===== config.mk =====
export PLATFORM = sky130hd
export DESIGN_NAME = i2c_rd_frame_packer
export DESIGN_NICKNAME = d
export VERILOG_FILES = /design/src/rtl/i2c_rd_frame_packer.sv
export SDC_FILE = /design/constraint.sdc
export NUM_CORES = 1
export LEC_CHECK = 0
export ABC_AREA = 1
export BUFFER_PORTS_ARGS = -buffer_cell sky130_fd_sc_hd__buf_2
export CELL_PAD_IN_SITES_DETAIL_PLACEMENT = 1
export CELL_PAD_IN_SITES_GLOBAL_PLACEMENT = 2
export CORE_ASPECT_RATIO = 2
export CORE_UTILIZATION = 43
export DETAILED_ROUTE_END_ITERATION = 7
export PLACE_DENSITY = 0.91
export SYNTH_ARGS = -nofsm -noshare
export SYNTH_HDL_FRONTEND = slang
export SYNTH_SLANG_ARGS = --single-unit

===== constraint.sdc =====
create_clock -name clk -period 3.3 [get_ports clk]
set_clock_uncertainty 0.05 [all_clocks]
set_input_delay 0.165 -clock clk [delete_from_list [all_inputs] [get_ports clk]]
set_output_delay 0.165 -clock clk [all_outputs]
set_load 0.005 [all_outputs]

===== src/rtl/i2c_rd_frame_packer.sv =====
// Collects the I2C master's read bytes for one armed transaction and emits a
// response frame: HDR, TYPE, STATUS, LEN, payload, XOR checksum.
`ifndef I2C_BASE_ADDR
`define I2C_BASE_ADDR (16'h0100)
`endif
`ifndef I2C_REG_OFFSET_CTRL
`define I2C_REG_OFFSET_CTRL (16'h0000)
`endif
`ifndef I2C_REG_OFFSET_LEN
`define I2C_REG_OFFSET_LEN (16'h0008)
`endif

module i2c_rd_frame_packer #(
   parameter int         MAX_LEN        = 32,
   parameter int         TIMEOUT_CYCLES = 50000,
   parameter logic [7:0] FRAME_HDR      = 8'hA5,
   parameter logic [7:0] FRAME_TYPE     = 8'h02
) (
   input  logic        clk,
   input  logic        rst_n,
   input  logic [15:0] cfg_addr,
   input  logic [31:0] cfg_wdata,
   input  logic        cfg_write,
   input  logic [7:0]  i2c_rdata,
   input  logic        i2c_rvalid,
   output logic [7:0]  tx_data,
   output logic        tx_valid,
   input  logic        tx_ready,
   output logic        busy,
   output logic        overrun
);

   localparam int IDX_W = (MAX_LEN > 1) ? $clog2(MAX_LEN) : 1;
   localparam int TMO_W = (TIMEOUT_CYCLES > 1) ? $clog2(TIMEOUT_CYCLES) : 1;
   localparam logic [TMO_W-1:0] TMO_LAST = TMO_W'(TIMEOUT_CYCLES - 1);
   localparam logic [7:0] MAX_LEN_B = 8'(MAX_LEN);
   localparam logic [15:0] LEN_ADDR = `I2C_BASE_ADDR + `I2C_REG_OFFSET_LEN;
   localparam logic [15:0] CTRL_ADDR = `I2C_BASE_ADDR + `I2C_REG_OFFSET_CTRL;

   typedef enum logic [2:0] {
      ST_IDLE,
      ST_COLLECT,
      ST_HDR,
      ST_TYPE,
      ST_STAT,
      ST_LEN,
      ST_PAY,
      ST_CSUM
   } state_t;

   state_t           r_state;
   logic [7:0]       r_rlenShadow;
   logic [7:0]       r_expected;
   logic [7:0]       r_cnt;
   logic [7:0]       r_recv;
   logic [TMO_W-1:0] r_tmo;
   logic [1:0]       r_status;
   logic [IDX_W-1:0] r_rdPtr;
   logic [7:0]       r_csum;
   logic [7:0]       r_txData;
   logic             r_txValid;
   logic             r_overrun;
   logic [7:0]       r_buf [MAX_LEN];

   logic             w_lenWr;
   logic             w_arm;
   logic [7:0]       w_rlenEff;
   logic [7:0]       w_recvNext;
   logic             w_hs;
   logic [IDX_W-1:0] w_rdNext;
   logic             w_lastPay;
   logic [7:0]       w_csumNext;
   logic             w_unusedBits;

   assign w_lenWr      = cfg_write && (cfg_addr == LEN_ADDR);
   assign w_arm        = cfg_write && (cfg_addr == CTRL_ADDR) && cfg_wdata[0];
   assign w_rlenEff    = w_lenWr ? cfg_wdata[7:0] : r_rlenShadow;
   assign w_recvNext   = (r_recv == 8'hFF) ? 8'hFF : r_recv + 8'd1;
   assign w_hs         = r_txValid && tx_ready;
   assign w_rdNext     = r_rdPtr + IDX_W'(1);
   assign w_lastPay    = (8'(r_rdPtr) == r_cnt - 8'd1);
   assign w_csumNext   = r_csum ^ r_txData;
   assign w_unusedBits = ^cfg_wdata[31:8];

   assign tx_data  = r_txData;
   assign tx_valid = r_txValid;
   assign busy     = (r_state != ST_IDLE);
   assign overrun  = r_overrun;

   // Payload storage has no reset; it is only read back below the stored count.
   always_ff @(posedge clk) begin
      if (r_state == ST_COLLECT && i2c_rvalid && r_cnt < MAX_LEN_B) begin
         r_buf[r_cnt[IDX_W-1:0]] <= i2c_rdata;
      end
   end

   always_ff @(posedge clk or negedge rst_n) begin
      if (!rst_n) begin
         r_state      <= ST_IDLE;
         r_rlenShadow <= 8'd0;
         r_expected   <= 8'd0;
         r_cnt        <= 8'd0;
         r_recv       <= 8'd0;
         r_tmo        <= '0;
         r_status     <= 2'd0;
         r_rdPtr      <= '0;
         r_csum       <= 8'd0;
         r_txData     <= 8'd0;
         r_txValid    <= 1'b0;
         r_overrun    <= 1'b0;
      end else begin
         if (w_lenWr) begin
            r_rlenShadow <= cfg_wdata[7:0];
         end
         if (w_arm && r_state != ST_IDLE) begin
            r_overrun <= 1'b1;
         end
         case (r_state)
            ST_IDLE: begin
               if (w_arm && w_rlenEff != 8'd0) begin
                  r_expected <= w_rlenEff;
                  r_cnt      <= 8'd0;
                  r_recv     <= 8'd0;
                  r_tmo      <= '0;
                  r_status   <= 2'd0;
                  r_csum     <= 8'd0;
                  r_state    <= ST_COLLECT;
               end
            end
            // Bytes beyond the buffer still count toward the expected length.
            ST_COLLECT: begin
               if (i2c_rvalid) begin
                  if (r_cnt < MAX_LEN_B) begin
                     r_cnt <= r_cnt + 8'd1;
                  end else begin
                     r_status[1] <= 1'b1;
                  end
                  r_recv <= w_recvNext;
                  r_tmo  <= '0;
                  if (w_recvNext == r_expected) begin
                     r_state   <= ST_HDR;
                     r_txData  <= FRAME_HDR;
                     r_txValid <= 1'b1;
                  end
               end else if (r_tmo == TMO_LAST) begin
                  r_status[0] <= 1'b1;
                  r_state     <= ST_HDR;
                  r_txData    <= FRAME_HDR;
                  r_txValid   <= 1'b1;
               end else begin
                  r_tmo <= r_tmo + TMO_W'(1);
               end
            end
            ST_HDR: begin
               if (w_hs) begin
                  r_state  <= ST_TYPE;
                  r_txData <= FRAME_TYPE;
               end
            end
            ST_TYPE: begin
               if (w_hs) begin
                  r_csum   <= w_csumNext;
                  r_state  <= ST_STAT;
                  r_txData <= {6'd0, r_status};
               end
            end
            ST_STAT: begin
               if (w_hs) begin
                  r_csum   <= w_csumNext;
                  r_state  <= ST_LEN;
                  r_txData <= r_cnt;
               end
            end
            ST_LEN: begin
               if (w_hs) begin
                  r_csum  <= w_csumNext;
                  r_rdPtr <= '0;
                  if (r_cnt == 8'd0) begin
                     r_state  <= ST_CSUM;
                     r_txData <= w_csumNext;
                  end else begin
                     r_state  <= ST_PAY;
                     r_txData <= r_buf[0];
                  end
               end
            end
            // The checksum byte is the running XOR including the last payload byte.
            ST_PAY: begin
               if (w_hs) begin
                  r_csum <= w_csumNext;
                  if (w_lastPay) begin
                     r_state  <= ST_CSUM;
                     r_txData <= w_csumNext;
                  end else begin
                     r_rdPtr  <= w_rdNext;
                     r_txData <= r_buf[w_rdNext];
                  end
               end
            end
            ST_CSUM: begin
               if (w_hs) begin
                  r_txValid <= 1'b0;
                  r_state   <= ST_IDLE;
               end
            end
            default: begin
               r_state   <= ST_IDLE;
               r_txValid <= 1'b0;
            end
         endcase
      end
   end

endmodule


==> results_dict.tcl <==
set metrics [dict create \
    final_cell_mix "nand2_1, nand3_1, edfxtp_1" \
    h-tree-depth 1 \
    finalInstanceArea_sq_mm 0.01748 \
    cp-start-kind "flop" \
    crit_arrival_ns 3.08 \
    synth_cell_type_count 43 \
    start_util_pct 43.89 \
    clock.fmax_mhz 372.2 \
    insertion_delay_ns 0.58 \
    ys_seq_area_share_pct 62.08 \
    post_drt_wl_per_cell_um 21.95 \
    first_iter_violations 685 \
    rsz0062_at_grt "false" \
    fin_crit_ns 2.687 \
    die_w_um 136.0 \
    antenna_found_initial 0 \
    num_antenna_cells 0 \
    vias_per_cell 5.589 \
    die_area_sq_mm 0.03673 \
    fin_nets 1730 \
    io_buffers 47 \
    grt_start_max_net_pins 77 \
    synthCells 1586 \
    hold_class "in2reg" \
    syn_nets 1654 \
    finalHoldViolations 0 \
    cts_root_buf "clkbuf_16" \
    ant_nets 0 \
    cts_sinks 332 \
    crit_type "reg2reg" \
    syn_area_per_cell_sq_um 9.739 \
    cp.required_ns 3.70 \
    worstMarginPinSlew_ns 0.9433 \
    gr-total-overflow 0 \
    yosys_register_bits 332 \
    grt_first_pass_wirelength_um 73200 \
    period_share_pct 81.42 \
    fin_util_pct 49.66 \
    timing.setup.tns_ns 0 \
    dr_total_vias 11900 \
    place_congestion 0.8586 \
    clkSlewWorstSetupHoldPaths_ns 0.07 \
    gr-usage-all-layers_pct 26.65 \
    place_area_sq_mm 0.01638 \
    drc 0 \
    ioPinCount 72 \
    p_per_area_mw_per_mm2 702.2 \
    final_common_cell "nand2_1" \
    drv_cap 0 \
    critPathMaxFanout 13 \
    grt_pass1_vias 13000 \
    cts_resized 0 \
    syn_to_final_growth_pct 13.15 \
    synth_area_sq_mm 0.01545 \
    coreArea_sq_mm 0.03520 \
    num_rows 97 \
    routed_wirelength_um 46740 \
    clk_path_buf_depth 3 \
    setup_viol 0 \
    leakagePower_nw 6.820 \
    yosys_warnings 0 \
    ir_worst_vdd_mv 0.4506 \
    cts_tree "built" \
    slew_headroom_pct 37.12 \
    dp_hpwl_um 32700 \
    critPathCaptureType "flop" \
    die_h_um 270.0 \
    numCtsBuffers 29 \
    firstDrtPassIters 4 \
    final_layout_size_suffix_gt1_share_pct 11.82 \
    drv_slew 0 \
    status "finished, final reports clean" \
]
[through the flow]
| step | setup slack, ns | total power, W | hold slack, ns | cells |
|---|---|---|---|---|
| 6_report | 0.6130 | 0.01227 | 0.02151 | 2129 |
| 5_1_grt | 0.2545 | 0.01286 | 0.05009 | 2129 |
| 4_1_cts | 0.5697 | 0.01238 | 0.005815 | 2129 |
| 3_5_place_dp | 0.6140 | 0.008777 | 0.3049 | 2064 |
| 3_3_place_gp | 0.6964 | 0.008652 | 0.2883 | 2064 |
| 2_1_floorplan | 1.189 | 0.007460 | -0.1806 | 1586 |
[worst paths after layout]
kind | startpoint | endpoint | slack [ns] | cells past startpoint
max | r_recv[0] | tx_data[4] | 0.61 | 14
min | cfg_addr[2] | r_rlenShadow[4] | 0.02 | 5
max reg2reg | r_recv[0] | tx_data[4] | 0.61 | 14
min reg2reg | overrun | overrun | 0.41 | 1
max in group asynchronous | rst_n | r_cnt[4] | 2.21 | 3
min in group asynchronous | rst_n | r_rlenShadow[6] | 0.20 | 2
[cells in the mapped netlist, drive strengths merged]
| cell | instances | area, sq um |
|---|---|---|
| nand4 | 22 | 137.6 |
| xor2 | 12 | 127.6 |
| o21ai | 53 | 295.3 |
| nor2 | 104 | 464.2 |
| a21o | 2 | 15.01 |
| clkinv | 3 | 11.26 |
| xnor2 | 14 | 122.6 |
| and3 | 1 | 6.260 |
| nand3 | 339 | 1719 |
| clkbuf | 32 | 120.1 |
| ha | 7 | 87.58 |
| dfrtp | 76 | 1902 |
| a31oi | 1 | 6.260 |
| o41ai | 1 | 8.760 |
| nor4 | 5 | 37.53 |
| nand3b | 1 | 7.510 |
| nor3b | 2 | 15.01 |
| buf | 38 | 219.0 |
| inv | 94 | 352.8 |
| o211ai | 3 | 22.52 |
| or2 | 1 | 6.260 |
| edfxtp | 256 | 7687 |
| a21oi | 15 | 108.9 |
| o31ai | 1 | 7.510 |
| nand2 | 489 | 1883 |
| nor3 | 14 | 75.07 |
[area by class of cell]
class,instances,area [sq um]
fillers,4054,17720
well taps,445,556.8
flip-flops and latches,332,9593
clock buffers,35,748.2
repair buffers,115,828.3
inverters,97,366.6
clock inverters,18,227.7
multi-input cells,1087,5156
[worst max-delay path: stages (launching register included)]
cell	delay, ns
dfrtp_1	0.43
ha_1	0.28
nand2_1	0.07
nor2_1	0.10
nand2_1	0.27
nand3_1	0.19
nand2_1	0.06
nand2_1	0.07
nand2_1	0.07
nor2_1	0.11
nand3_1	0.13
a21oi_4	0.24
nand2_1	0.27
nand2_1	0.13
nand2_1	0.07
[sequential cells by signal (all words and copies together), names as in the netlist]
| name | flops |
|---|---|
| r_expected | 8 |
| r_status | 2 |
| r_rlenShadow | 8 |
| r_cnt | 8 |
| r_state | 3 |
| r_rdPtr | 5 |
| r_recv | 8 |
| tx_data | 8 |
| r_csum | 8 |
| r_tmo | 16 |
| overrun | 1 |
| r_buf | 256 |
| tx_valid | 1 |
[logic make-up after synthesis]
group                      after synthesis  share of synthesized area, %
buffers and inverters                  167                         4.552
DFF                                    332                         62.08
adders and majority gates                7                        0.5670
xor gates and xnor gates                26                         1.620
AOI/OAI and AO/OA                       76                         3.005
and+or+nand+nor                        978                         28.17
[per-layer routing]
layer	part of all wire, %	track usage (%)
met5	0	0
met4	7.5	18.36
met3	3.2	2.646
met2	56	51.38
met1	33	25.44
[what timing repair did]
item / in CTS / in global routing
hold endpoints to repair: 74 / 0
buffers inserted: 0 / 0
hold buffers: 12 / 0
[power by group]
part	switching (W)	internal (W)
Sequential	0.000213	0.00470
Combinational	0.00268	0.00109
Clock	0.00157	0.00202
Total	0.00447	0.00780
(Power assumes the default switching activity.)
